<file path="config.mk">
export PLATFORM = sky130hd
export DESIGN_NAME = gbc_cart_header_parser
export DESIGN_NICKNAME = d
export VERILOG_FILES = /design/src/rtl/gbc_cart_header_parser.sv
export SDC_FILE = /design/constraint.sdc
export NUM_CORES = 1
export LEC_CHECK = 0
export ABC_AREA = 1
export BUFFER_PORTS_ARGS = -buffer_cell sky130_fd_sc_hd__buf_2
export CORE_MARGIN = 2
export CORE_UTILIZATION = 40
export CTS_CLUSTER_DIAMETER = 60
export DETAILED_ROUTE_END_ITERATION = 16
export PLACE_DENSITY = 0.69
export SETUP_SLACK_MARGIN = 0.3
export SLEW_MARGIN = 15
export SYNTH_ARGS = -nofsm -noshare
export SYNTH_HDL_FRONTEND = slang
export SYNTH_SLANG_ARGS = --single-unit
</file>
<file path="constraint.sdc">
create_clock -name Clk -period 1.9 [get_ports Clk]
set_input_delay 0.285 -clock Clk [delete_from_list [all_inputs] [get_ports Clk]]
set_output_delay 0.285 -clock Clk [all_outputs]
set_load 0.01 [all_outputs]
</file>
<file path="src/rtl/gbc_cart_header_parser.sv">
// Walks the cartridge header ($0134-$014D) over a byte-read port and latches the
// static mapper configuration plus the header-checksum verdict.
module gbc_cart_header_parser #(
  parameter int ADDR_W = 23
) (
  input  logic              Clk,
  input  logic              Reset_n,
  input  logic              ClkEn,
  input  logic              Start,
  input  logic              Abort,
  output logic              ReadReq,
  output logic [ADDR_W-1:0] ReadAddr,
  input  logic              ReadAck,
  input  logic [7:0]        ReadData,
  output logic              Busy,
  output logic              Done,
  output logic              Error,
  output logic              ChecksumOK,
  output logic [3:0]        MapperType,
  output logic [9:0]        RomBanks,
  output logic [4:0]        RamBanks,
  output logic              HasRAM,
  output logic              HasBattery,
  output logic              HasRTC,
  output logic              HasRumble,
  output logic [1:0]        CGBMode,
  output logic              SGBSupport
);
  localparam logic [ADDR_W-1:0] A_FIRST = ADDR_W'(16'h0134);
  localparam logic [ADDR_W-1:0] A_CGB   = ADDR_W'(16'h0143);
  localparam logic [ADDR_W-1:0] A_SGB   = ADDR_W'(16'h0146);
  localparam logic [ADDR_W-1:0] A_TYPE  = ADDR_W'(16'h0147);
  localparam logic [ADDR_W-1:0] A_ROM   = ADDR_W'(16'h0148);
  localparam logic [ADDR_W-1:0] A_RAM   = ADDR_W'(16'h0149);
  localparam logic [ADDR_W-1:0] A_LAST  = ADDR_W'(16'h014D);

  typedef enum logic [2:0] {S_IDLE, S_ISSUE, S_WAIT, S_DECODE, S_DONE} state_t;
  state_t state, nxt;

  logic [7:0] csum, hdr_sum, cgb_b, sgb_b, cart_type, rom_code, ram_code;
  logic       abort_pend;

  logic [3:0] dec_mt;
  logic       dec_bat, dec_rtc, dec_rum, dec_ram;
  logic [4:0] dec_ramb;

  always_ff @(posedge Clk or negedge Reset_n) begin
    if (!Reset_n) state <= S_IDLE;
    else if (ClkEn) state <= nxt;
  end

  always_comb begin
    nxt = state;
    case (state)
      S_IDLE:   if (Start) nxt = S_ISSUE;
      S_ISSUE:  nxt = Abort ? S_IDLE : S_WAIT;
      S_WAIT:   if (ReadAck) begin
                  if (Abort || abort_pend) nxt = S_IDLE;
                  else if (ReadAddr == A_LAST) nxt = S_DECODE;
                  else nxt = S_ISSUE;
                end
      S_DECODE: nxt = S_DONE;
      S_DONE:   nxt = S_IDLE;
      default:  nxt = S_IDLE;
    endcase
  end

  assign Busy = (state != S_IDLE);
  assign Done = (state == S_DONE);

  // Cartridge-type byte decode; unlisted codes fall through as unsupported (15).
  always_comb begin
    dec_mt = 4'd15;
    case (cart_type)
      8'h00, 8'h08, 8'h09:                      dec_mt = 4'd0;
      8'h01, 8'h02, 8'h03:                      dec_mt = 4'd1;
      8'h05, 8'h06:                             dec_mt = 4'd2;
      8'h0B, 8'h0C, 8'h0D:                      dec_mt = 4'd3;
      8'h0F, 8'h10, 8'h11, 8'h12, 8'h13:        dec_mt = 4'd4;
      8'h19, 8'h1A, 8'h1B, 8'h1C, 8'h1D, 8'h1E: dec_mt = 4'd5;
      8'h20:                                    dec_mt = 4'd6;
      8'h22:                                    dec_mt = 4'd7;
      8'hFC:                                    dec_mt = 4'd8;
      8'hFD:                                    dec_mt = 4'd9;
      8'hFE:                                    dec_mt = 4'd10;
      8'hFF:                                    dec_mt = 4'd11;
      default:                                  dec_mt = 4'd15;
    endcase
    dec_bat = cart_type inside {8'h03, 8'h06, 8'h09, 8'h0D, 8'h0F, 8'h10, 8'h13,
                                8'h1B, 8'h1E, 8'h22, 8'hFF};
    dec_rtc = cart_type inside {8'h0F, 8'h10};
    dec_rum = cart_type inside {8'h1C, 8'h1D, 8'h1E};
    dec_ram = cart_type inside {8'h02, 8'h03, 8'h08, 8'h09, 8'h0C, 8'h0D, 8'h10, 8'h12,
                                8'h13, 8'h1A, 8'h1B, 8'h1D, 8'h1E, 8'h22, 8'hFF};
    dec_ramb = 5'd0;
    case (ram_code)
      8'h02:   dec_ramb = 5'd1;
      8'h03:   dec_ramb = 5'd4;
      8'h04:   dec_ramb = 5'd16;
      8'h05:   dec_ramb = 5'd8;
      default: dec_ramb = 5'd0;
    endcase
    // MBC2 RAM lives inside the mapper, so it never counts as external banks.
    if (!dec_ram || dec_mt == 4'd2) dec_ramb = 5'd0;
  end

  always_ff @(posedge Clk or negedge Reset_n) begin
    if (!Reset_n) begin
      ReadReq    <= 1'b0;
      ReadAddr   <= A_FIRST;
      csum       <= '0;
      hdr_sum    <= '0;
      cgb_b      <= '0;
      sgb_b      <= '0;
      cart_type  <= '0;
      rom_code   <= '0;
      ram_code   <= '0;
      abort_pend <= 1'b0;
      Error      <= 1'b0;
      ChecksumOK <= 1'b0;
      MapperType <= '0;
      RomBanks   <= '0;
      RamBanks   <= '0;
      HasRAM     <= 1'b0;
      HasBattery <= 1'b0;
      HasRTC     <= 1'b0;
      HasRumble  <= 1'b0;
      CGBMode    <= '0;
      SGBSupport <= 1'b0;
    end else if (ClkEn) begin
      case (state)
        S_IDLE: if (Start) begin
          ReadAddr   <= A_FIRST;
          csum       <= '0;
          abort_pend <= 1'b0;
        end
        S_ISSUE: if (!Abort) ReadReq <= 1'b1;
        S_WAIT: begin
          if (Abort) abort_pend <= 1'b1;
          if (ReadAck) begin
            ReadReq <= 1'b0;
            if (ReadAddr < A_LAST) begin
              csum     <= csum - ReadData - 8'd1;
              ReadAddr <= ReadAddr + ADDR_W'(1);
            end else begin
              hdr_sum <= ReadData;
            end
            case (ReadAddr)
              A_CGB:   cgb_b     <= ReadData;
              A_SGB:   sgb_b     <= ReadData;
              A_TYPE:  cart_type <= ReadData;
              A_ROM:   rom_code  <= ReadData;
              A_RAM:   ram_code  <= ReadData;
              default: ;
            endcase
          end
        end
        S_DECODE: begin
          MapperType <= dec_mt;
          RomBanks   <= (rom_code <= 8'd8) ? (10'd2 << rom_code[3:0]) : 10'd0;
          RamBanks   <= dec_ramb;
          Error      <= (dec_mt == 4'd15) || (rom_code > 8'd8);
          ChecksumOK <= (csum == hdr_sum);
          HasRAM     <= dec_ram;
          HasBattery <= dec_bat;
          HasRTC     <= dec_rtc;
          HasRumble  <= dec_rum;
          CGBMode    <= !cgb_b[7] ? 2'd0 : (cgb_b == 8'hC0) ? 2'd2 : 2'd1;
          SGBSupport <= (sgb_b == 8'h03);
        end
        default: ;
      endcase
    end
  end
endmodule

</file>
==> impl_metrics.env, run 1 <==
export IMPL_status="finished, final reports clean"
export IMPL_port_buffers=65
export IMPL_cts_sinks=110
export IMPL_endpoint="rom_code[3]$_DFFE_PN0P_"
export IMPL_drive_above_1_share_pct=31.7
export IMPL_grt_pass1_vias=4462
export IMPL_cts_root_buf="clkbuf_16"
export IMPL_drtPass1Iterations=5
export IMPL_synth_common_cells="208 x nand2_1, 106 x dfrtp_1, 93 x inv_1"
export IMPL_yosysMostFrequentCell="nand2_1"
export IMPL_clk_pin_slew_ns=0.08
export IMPL_gp_congestion=0.870
export IMPL_dieArea_sq_mm=0.0154
export IMPL_vias=5080
export IMPL_reg2reg_slack_ns=0.26
export IMPL_drv_cap=0
export IMPL_grt_pass1_wl_mm=21.5
export IMPL_cts_tree="built"
export IMPL_viasPerCell=5.00
export IMPL_synth_cell_types=42
export IMPL_arrival_ns=1.86
export IMPL_antenna_left=0
export IMPL_dieWidth_um=124
export IMPL_peakVddDrop_uv=482
export IMPL_grt_max_degree=38
export IMPL_leakagePower_nw=3.76
export IMPL_syn_area_sq_mm=0.00576
export IMPL_finalSetupTns_ns=0
export IMPL_coreArea_sq_mm=0.0140
export IMPL_worst_r2r_endpoint="rom_code[3]$_DFFE_PN0P_"
export IMPL_fin_nets=857
export IMPL_finalWirelength_mm=14.4
export IMPL_hold_viol_final=0
export IMPL_routedWlPerCell_um=14.1
export IMPL_gr_total_overflow=0
export IMPL_initial_core_util_pct=41.2
export IMPL_hold_path_class="in2reg"
export IMPL_grt_antenna_before_repair=0
export IMPL_antennaDiodeCount=0
export IMPL_criticalPathCategory="reg2reg"
export IMPL_synth_area_per_cell_sq_um=8.01
export IMPL_grt_use_total_pct=17.8
export IMPL_hold_ws_ns=0.184
export IMPL_reg2regPathDepth=7
export IMPL_ioPinCount=68
export IMPL_dpl_cell_area_sq_mm=0.00639
export IMPL_rr_startpoint="ReadAddr[0]$_DFFE_PN0P_"
export IMPL_synth_top_cell_by_area="dfrtp_1"
export IMPL_final_cell_area_sq_mm=0.00745
export IMPL_skew_ns=0.0116
export IMPL_maxClockFrequency_mhz=608
export IMPL_crit_required_ns=2.12
export IMPL_cp_end_kind="flip-flop"
export IMPL_die_y_um=124
export IMPL_cp_start_kind="flip-flop"
export IMPL_critical_path_startpoint="ReadAddr[0]$_DFFE_PN0P_"
export IMPL_drv_slew=0
export IMPL_cp_max_fo=8
export IMPL_period_minus_slack_ns=1.64
export IMPL_yosysWarnings=0
export IMPL_htreeDepth=3
export IMPL_insertion_delay_ns=0.35
export IMPL_synthCells=719
export IMPL_drc=0
export IMPL_setup_viol=0
export IMPL_drt_iter0_markers=378
export IMPL_yosysSeqAreaShare_pct=47.9
export IMPL_fin_crit_sh_pct=86.6
export IMPL_rows=43
export IMPL_synth_seq_cells=110
export IMPL_clk_path_buf_depth=2
export IMPL_synth_top_area_share_pct=46.1
export IMPL_synthTopCellsByArea="dfrtp_1 46%, nand2_1 14%, inv_1 6.1%"
export IMPL_rsz0062_at_grt="yes"
export IMPL_synth_edf_count=0
export IMPL_dp_hpwl_mm=9.35
export IMPL_async_flop_share_pct=100
export IMPL_synth_ff_type="dfrtp_1"
export IMPL_power_density_mw_per_mm2=983
export IMPL_syn2layout_area_growth_pct=29.4
export IMPL_tritoncts_num_buffers=9
-- metal layers --
| metal | part of all wire (%) | GRT usage [%] |
|---|---|---|
| met5 | 0 | 0 |
| met3 | 3.2 | 2.38 |
| met1 | 45 | 24.6 |
| met4 | 1.2 | 4.92 |
| met2 | 51 | 29.3 |
-- cell families (layout without fill, tap and decap cells) --
| kind of cell | count (synthesis) | in the layout | share of synthesized area (%) |
|---|---|---|---|
| AOI/OAI and AO/OA | 101 | 101 | 10.6 |
| and+or+nand+nor | 362 | 364 | 27.3 |
| adders and majority gates | 12 | 12 | 2.74 |
| other | 1 | 2 | 0.0651 |
| buffers and inverters | 117 | 231 | 9.00 |
| xor gates and xnor gates | 16 | 16 | 2.43 |
| DFF | 110 | 110 | 47.9 |
-- stage by stage --
stage	power (mW)	utilization (%)	setup slack [ns]	cells
global placement	4.77	45.7	0.149	968
CTS	6.94	49.4	0.176	999
global route	7.75	53.3	0.160	1016
detailed placement	4.80	45.7	0.0871	968
finish	7.33	53.3	0.255	1016
floorplan	4.20	-	0.306	720
-- worst min path at each step --
stage | start | to | cells past startpoint
6_report | ReadData[6] | cart_type[6]$_DFFE_PN0P_ | 3
5_1_grt | ReadData[6] | cart_type[6]$_DFFE_PN0P_ | 3
2_1_floorplan | Reset_n | CGBMode[0]$_DFFE_PN0P_ | 0
4_1_cts | ReadData[6] | cart_type[6]$_DFFE_PN0P_ | 3
3_5_place_dp | Reset_n | ReadAddr[7]$_DFFE_PN0P_ | 1
3_3_place_gp | Reset_n | ReadAddr[7]$_DFFE_PN0P_ | 1
-- area by class of cell --
| cell class | instances | area (sq um) |
|---|---|---|
| inverter | 98 | 380 |
| sequential | 110 | 2770 |
| tap | 180 | 225 |
| clock inverter | 6 | 70.1 |
| multi-input combinational | 495 | 2880 |
| timing repair buffer | 117 | 896 |
| clock buffer | 10 | 229 |
| fill | 1260 | 6540 |
-- sequential cells by signal, indices dropped and copies added (netlist names), 3 cells and up --
| register | count |
|---|---|
| rom_code | 8 |
| RomBanks | 9 |
| hdr_sum | 8 |
| MapperType | 4 |
| cgb_b | 8 |
| RamBanks | 4 |
| sgb_b | 8 |
| ReadAddr | 23 |
| csum | 8 |
| ram_code | 8 |
| cart_type | 8 |
| state | 3 |
-- timing repair --
action                     CTS  global route
pin swaps                    5            21
setup endpoints to repair   95            91
cloned                       1             5
resized for setup           24           106
hold endpoints to repair    30             0
buffers inserted            13            12
hold buffers                 1             0
-- placed cells by master, fill, tap and decap left out, types with 21 or more instances in the layout --
cell       n
buf_4     38
nand4_1   22
o21ai_2   35
nand3_1   21
dfrtp_1  100
buf_2     64
nand2_1  192
inv_1     83
nor2_1    58
o21ai_0   40
-- critical path: stages (launching register included) --
cell and delay [ns]:
dfrtp_2 0.47, inv_1 0.20, ha_1 0.19, inv_1 0.07
nor2_4 0.21, nand4_4 0.20, nand2_1 0.09, o21ai_0 0.08
-- where the power goes --
part	internal [mW]	switching, mW
combinational	1.06	1.35
clock	1.04	0.887
sequential	2.68	0.317
total	4.77	2.55
Power figures use the tool's default switching activity.
==> inputs of run 2 (changes only) <==
--- a/config.mk
+++ b/config.mk
@@ -11,7 +11,7 @@
 export CORE_UTILIZATION = 40
 export CTS_CLUSTER_DIAMETER = 60
 export DETAILED_ROUTE_END_ITERATION = 16
-export PLACE_DENSITY = 0.69
+export PLACE_DENSITY = 0.59
 export SETUP_SLACK_MARGIN = 0.3
 export SLEW_MARGIN = 15
 export SYNTH_ARGS = -nofsm -noshare
==> run 2 against run 1 <==
Compared with the run above: non-clock buffer count grew 5; clock-buffer cell count grew 2; critical endpoint is now csum[4]$_DFFE_PN0P_; clock power shrank 3%.
==> impl_metrics.env, run 2 (same netlist as run 1, synthesis figures left out) <==
export IMPL_dieArea_sq_mm=0.0154
export IMPL_pwr_share_seq_pct=40.0
export IMPL_period_minus_slack_ns=1.64
export IMPL_gp_congestion=0.899
export IMPL_dieWidth_um=124
export IMPL_rsz0062_at_grt="yes"
export IMPL_crit_required_ns=2.19
export IMPL_peakVddDrop_uv=462
export IMPL_power_mw=7.52
export IMPL_fin_nets=863
export IMPL_reg_top3="ReadAddr (23), RomBanks (9)"
export IMPL_insertion_delay_ns=0.36
export IMPL_clk_path_buf_depth=2
export IMPL_setup_viol=0
export IMPL_arrival_ns=1.94
export IMPL_grt_max_degree=42
export IMPL_fin_crit_sh_pct=86.5
export IMPL_drtPass1Iterations=5
export IMPL_combPwrFrac_pct=35.2
export IMPL_p_int_mw=4.91
export IMPL_cp_end_kind="flip-flop"
export IMPL_power_density_mw_per_mm2=1000
export IMPL_wl_met2_mm=7.24
export IMPL_gr_total_overflow=0
export IMPL_cts_sinks=110
export IMPL_reg2reg_slack_ns=0.26
export IMPL_finalSetupTns_ns=0
export IMPL_tritoncts_num_buffers=9
export IMPL_regMostFlops="ReadAddr"
export IMPL_syn2layout_area_growth_pct=30.2
export IMPL_power_frac_clock_pct=24.8
export IMPL_cp_start_kind="flip-flop"
export IMPL_coreArea_sq_mm=0.0140
export IMPL_drv_cap=0
export IMPL_antenna_left=0
export IMPL_leakagePower_nw=3.76
export IMPL_place_ws_ns=0.129
export IMPL_antennaDiodeCount=0
export IMPL_slowest_stage="dfstp_2"
export IMPL_drc=0
export IMPL_wl_met1_mm=6.80
export IMPL_fin_ws_ns=0.256
export IMPL_htreeDepth=3
export IMPL_clk_pin_slew_ns=0.07
export IMPL_final_cell_mix="187 x nand2_1, 100 x dfrtp_1, 80 x inv_1"
export IMPL_rows=43
export IMPL_largest_reg_flops=23
export IMPL_critical_path_startpoint="ReadAddr[2]$_DFFE_PN1P_"
export IMPL_finalWirelength_mm=14.7
export IMPL_cts_root_buf="clkbuf_16"
export IMPL_cp_cell_sequence="nand2_4 -> o21ai_2 -> nand2_1 -> nand3_2 -> nand2_4 -> nand2_8 -> buf_12 -> clkbuf_16 -> nand2_1 -> nand2_1"
export IMPL_grt_pass1_vias=4751
export IMPL_viasPerCell=4.94
export IMPL_maxClockFrequency_mhz=608
export IMPL_grt_pass1_wl_mm=23.1
export IMPL_cts_tree="built"
export IMPL_swShare_pct=34.6
export IMPL_grt_use_total_pct=19.3
export IMPL_endpoint="csum[4]$_DFFE_PN0P_"
export IMPL_cp_num_buf_inv=2
export IMPL_crit_path_frequent_cell="nand2_1"
export IMPL_met3_length_um=497
export IMPL_die_y_um=124
export IMPL_grt_antenna_before_repair=0
export IMPL_worst_r2r_endpoint="csum[4]$_DFFE_PN0P_"
export IMPL_vias=5048
export IMPL_ioPinCount=68
export IMPL_skew_ns=0.00984
export IMPL_port_buffers=65
export IMPL_final_common_cell="nand2_1"
export IMPL_hold_path_class="in2reg"
export IMPL_initial_core_util_pct=41.2
export IMPL_drt_iter0_markers=313
export IMPL_status="finished, final reports clean"
export IMPL_criticalPathCategory="reg2reg"
export IMPL_dp_hpwl_mm=9.94
export IMPL_reg2regPathDepth=10
export IMPL_drv_slew=0
export IMPL_cpLargestDelayFamily="flip-flops"
export IMPL_dr_max_layer_used="met4"
export IMPL_routedWlPerCell_um=14.4
export IMPL_rr_startpoint="ReadAddr[2]$_DFFE_PN1P_"
export IMPL_path_depth=10
export IMPL_drive_above_1_share_pct=33.0
export IMPL_hold_viol_final=0
export IMPL_cp_max_fo=7
export IMPL_power_switching_mw=2.60
export IMPL_slowest_delay_ns=0.59
run 2: cell types whose count changed in the layout (fill, tap and decap cells not counted), moves of 4 or more:
cell | before | now
buf_6 | 2 | 7
inv_2 | 12 | 16
nand2_1 | 192 | 187
nor2_1 | 58 | 54
nor2_2 | 8 | 13
run 2: worst min path at each step:
stage / depth (start not counted) / startpoint / slack [ns] / end
after floorplan: 0 / Reset_n / -0.01 / CGBMode[0]$_DFFE_PN0P_
after global placement: 1 / Reset_n / 0.26 / RomBanks[8]$_DFFE_PN0P_
after detailed placement: 1 / Reset_n / 0.26 / RomBanks[8]$_DFFE_PN0P_
after CTS: 3 / ReadData[2] / 0.19 / cart_type[2]$_DFFE_PN0P_
after global routing: 3 / ReadData[2] / 0.21 / cart_type[2]$_DFFE_PN0P_
final: 3 / ReadData[2] / 0.20 / cart_type[2]$_DFFE_PN0P_
run 2: per-stage QoR:
step	instance area (sq um)	hold slack (ns)	cells	util, %
final	7490	0.199	1022	53.6
after global routing	7490	0.210	1022	53.6
after CTS	6940	0.192	998	49.6
after global placement	6370	0.256	966	45.5
after floorplan	5770	-0.0106	720	-
after detailed placement	6370	0.261	966	45.5
run 2: worst reg2reg max path, delay by kind of cell, from the launching register on:
family | cells | cell delay, ns
AND/OR/NAND/NOR | 7 | 0.58
AO/OA/AOI/OAI | 1 | 0.14
buffers and inverters | 2 | 0.28
flip-flops | 1 | 0.59
run 2: cell type report:
type	count	area, sq um
Fill cell	1314	6490
Multi-Input combinational cell	495	2910
Sequential cell	110	2770
Timing Repair Buffer	122	915
Inverter	98	384
Clock buffer	12	236
Tap cell	180	225
Clock inverter	4	47.5
Timing Repair inverter	1	8.76
run 2: power by group through the flow:
| stage | combinational (mW) | sequential (mW) | clock [mW] |
|---|---|---|---|
| floorplan | 1.18 | 3.02 | 0 |
| global placement | 1.76 | 3.00 | 0 |
| detailed placement | 1.79 | 3.01 | 0 |
| CTS | 2.10 | 2.95 | 1.90 |
| global route | 2.92 | 3.05 | 2.00 |
| finish | 2.64 | 3.01 | 1.86 |
run 2: what timing repair did:
item	4_1_cts	5_1_grt
hold endpoints to repair	31	0
hold buffers	1	0
resized for setup	33	106
gates cloned	2	4
pin swaps	13	30
endpoints found under the setup margin	80	101
buffers inserted	13	20
run 2: metal layers:
metal	global-route usage (%)	up-vias
met5	0	-
met4	4.49	0
met3	3.71	11
met2	31.8	96
met1	26.4	2425
li1	-	2516
==> inputs of run 3 (changes only) <==
--- a/config.mk
+++ b/config.mk
@@ -12,6 +12,7 @@
 export CTS_CLUSTER_DIAMETER = 60
 export DETAILED_ROUTE_END_ITERATION = 16
 export PLACE_DENSITY = 0.59
+export RECOVER_POWER = 100
 export SETUP_SLACK_MARGIN = 0.3
 export SLEW_MARGIN = 15
 export SYNTH_ARGS = -nofsm -noshare
==> run 3 against run 2 <==
Compared with the run above: combinational power down 2%; clock power about the same; critical endpoint unchanged; die area unchanged; total power down 0.94%; largest cell class unchanged; largest power group unchanged; non-clock buffer count unchanged; via count down 0.20%; flip-flop and latch count unchanged.
==> impl_metrics.env, run 3 (same netlist as run 1, synthesis figures left out) <==
export IMPL_initial_core_util_pct=41.2
export IMPL_cp_start_kind="flip-flop"
export IMPL_cts_tree="built"
export IMPL_hold_depth=3
export IMPL_fin_ws_ns=0.199
export IMPL_skew_ns=0.00936
export IMPL_ioPinCount=68
export IMPL_arrival_ns=1.99
export IMPL_reg_top3="ReadAddr (23), RomBanks (9)"
export IMPL_htreeDepth=3
export IMPL_finalSetupTns_ns=0
export IMPL_drc=0
export IMPL_syn2layout_area_growth_pct=28.5
export IMPL_whs_endpoint="cart_type[2]$_DFFE_PN0P_"
export IMPL_grt_use_total_pct=19.3
export IMPL_cp_cell_sequence="nand2_4 -> o21ai_2 -> nand2_1 -> nand3_2 -> nand2_4 -> nand2_8 -> buf_12 -> clkbuf_16 -> nand2_1 -> nand2_1"
export IMPL_peakVddDrop_uv=476
export IMPL_fin_nets=863
export IMPL_cts_sinks=110
export IMPL_hold_viol_final=0
export IMPL_criticalPathCategory="reg2reg"
export IMPL_drv_cap=0
export IMPL_port_buffers=65
export IMPL_regMostFlops="ReadAddr"
export IMPL_grt_pass1_wl_mm=23.1
export IMPL_dieArea_sq_mm=0.0154
export IMPL_slowest_delay_ns=0.63
export IMPL_drt_iter0_markers=331
export IMPL_place_ws_ns=0.129
export IMPL_cp_end_kind="flip-flop"
export IMPL_rr_startpoint="ReadAddr[2]$_DFFE_PN1P_"
export IMPL_finalWirelength_mm=14.7
export IMPL_cts_root_buf="clkbuf_16"
export IMPL_power_density_mw_per_mm2=1010
export IMPL_gp_congestion=0.899
export IMPL_clk_pin_slew_ns=0.07
export IMPL_gr_total_overflow=0
export IMPL_power_mw=7.45
export IMPL_antenna_left=0
export IMPL_cp_max_fo=7
export IMPL_final_cell_mix="187 x nand2_1, 104 x dfrtp_1, 80 x inv_1"
export IMPL_status="finished, final reports clean"
export IMPL_coreArea_sq_mm=0.0140
export IMPL_antennaDiodeCount=0
export IMPL_tritoncts_num_buffers=9
export IMPL_dieWidth_um=124
export IMPL_slowest_stage="dfstp_1"
export IMPL_grt_max_degree=42
export IMPL_crit_path_frequent_cell="nand2_1"
export IMPL_hold_ws_ns=0.202
export IMPL_largest_reg_flops=23
export IMPL_tightest_slew_ns=0.873
export IMPL_drive_above_1_share_pct=26.6
export IMPL_dp_hpwl_mm=9.94
export IMPL_rows=43
export IMPL_setup_viol=0
export IMPL_reg2reg_slack_ns=0.20
export IMPL_relSlewSlack_pct=41.8
export IMPL_final_common_cell="nand2_1"
export IMPL_min_from="ReadData[2]"
export IMPL_routedWlPerCell_um=14.4
export IMPL_crit_required_ns=2.19
export IMPL_fin_crit_sh_pct=89.5
export IMPL_cp_num_buf_inv=2
export IMPL_cpLargestDelayFamily="flip-flops"
export IMPL_die_y_um=124
export IMPL_grt_antenna_before_repair=0
export IMPL_worst_r2r_endpoint="csum[4]$_DFFE_PN0P_"
export IMPL_grt_pass1_vias=4751
export IMPL_rsz0062_at_grt="yes"
export IMPL_vias=5038
export IMPL_insertion_delay_ns=0.35
export IMPL_drv_slew=0
export IMPL_period_minus_slack_ns=1.70
export IMPL_drtPass1Iterations=5
export IMPL_maxClockFrequency_mhz=588
export IMPL_viasPerCell=4.93
export IMPL_fillCellCount=1350
export IMPL_leakagePower_nw=3.58
export IMPL_clk_path_buf_depth=2
export IMPL_reg2regPathDepth=10
export IMPL_hold_path_class="in2reg"
==> run 3: changes by cell type in the layout (fill, tap and decap cells not counted), sizes merged <==
cell / change
clkbuf: +49
clkinv: -1
inv: +1
buf: -49
==> run 3: metal layers <==
layer / global-route usage, % / vias up / wire (um)
li1: - / 2517 / -
met1: 26.4 / 2420 / 6860
met2: 31.8 / 90 / 7220
met3: 3.71 / 11 / 501
met4: 4.49 / 0 / 159
met5: 0 / - / 0
==> run 3: worst reg2reg max path, delay by kind of cell, from the launching register on <==
kind	cells	cell delay (ns)
compound gates	1	0.14
buf+inv	2	0.29
flops	1	0.63
simple gates	7	0.59
==> run 3: worst max-delay path by stage <==
stage	startpoint	end	cells after the start
2_1_floorplan	ReadAddr[2]$_DFFE_PN1P_	cart_type[0]$_DFFE_PN0P_	7
5_1_grt	state[0]$_DFFE_PN0P_	ReadAddr[7]$_DFFE_PN0P_	11
4_1_cts	state[0]$_DFFE_PN0P_	cgb_b[3]$_DFFE_PN0P_	9
3_3_place_gp	ReadData[0]	csum[4]$_DFFE_PN0P_	12
3_5_place_dp	ReadData[0]	csum[6]$_DFFE_PN0P_	11
6_report	ReadAddr[2]$_DFFE_PN1P_	csum[4]$_DFFE_PN0P_	10
==> run 3: timing repair <==
action,in CTS,in global routing
resized for setup,33,106
pin swaps,13,30
gates cloned,2,4
buffers inserted,13,20
hold buffers,1,0
hold endpoints to repair,31,0
endpoints found under the setup margin,80,101
==> run 3: area by class of cell <==
| cell class | instances | area [sq um] | share of cell area, % |
|---|---|---|---|
| Inverter | 98 | 372 | 5.02 |
| Timing Repair inverter | 1 | 8.76 | 0.118 |
| Clock inverter | 4 | 47.5 | 0.642 |
| Tap cell | 180 | 225 | 3.04 |
| Clock buffer | 12 | 236 | 3.20 |
| Multi-Input combinational cell | 495 | 2900 | 39.2 |
| Timing Repair Buffer | 122 | 848 | 11.5 |
| Sequential cell | 110 | 2760 | 37.3 |
==> run 3: report_power, final <==
part / leakage, nW / internal, mW / switching [mW]
Combinational: 2.04 / 1.16 / 1.42
Clock: 0.137 / 1.02 / 0.840
Sequential: 1.41 / 2.66 / 0.334
==> run 3: per-stage QoR <==
stage          std cells  util (%)  cell area [sq um]
6_report            1022      52.9               7400
5_1_grt             1022      52.9               7400
4_1_cts              998      49.6               6940
3_5_place_dp         966      45.5               6370
3_3_place_gp         966      45.5               6370
2_1_floorplan        720         -               5770
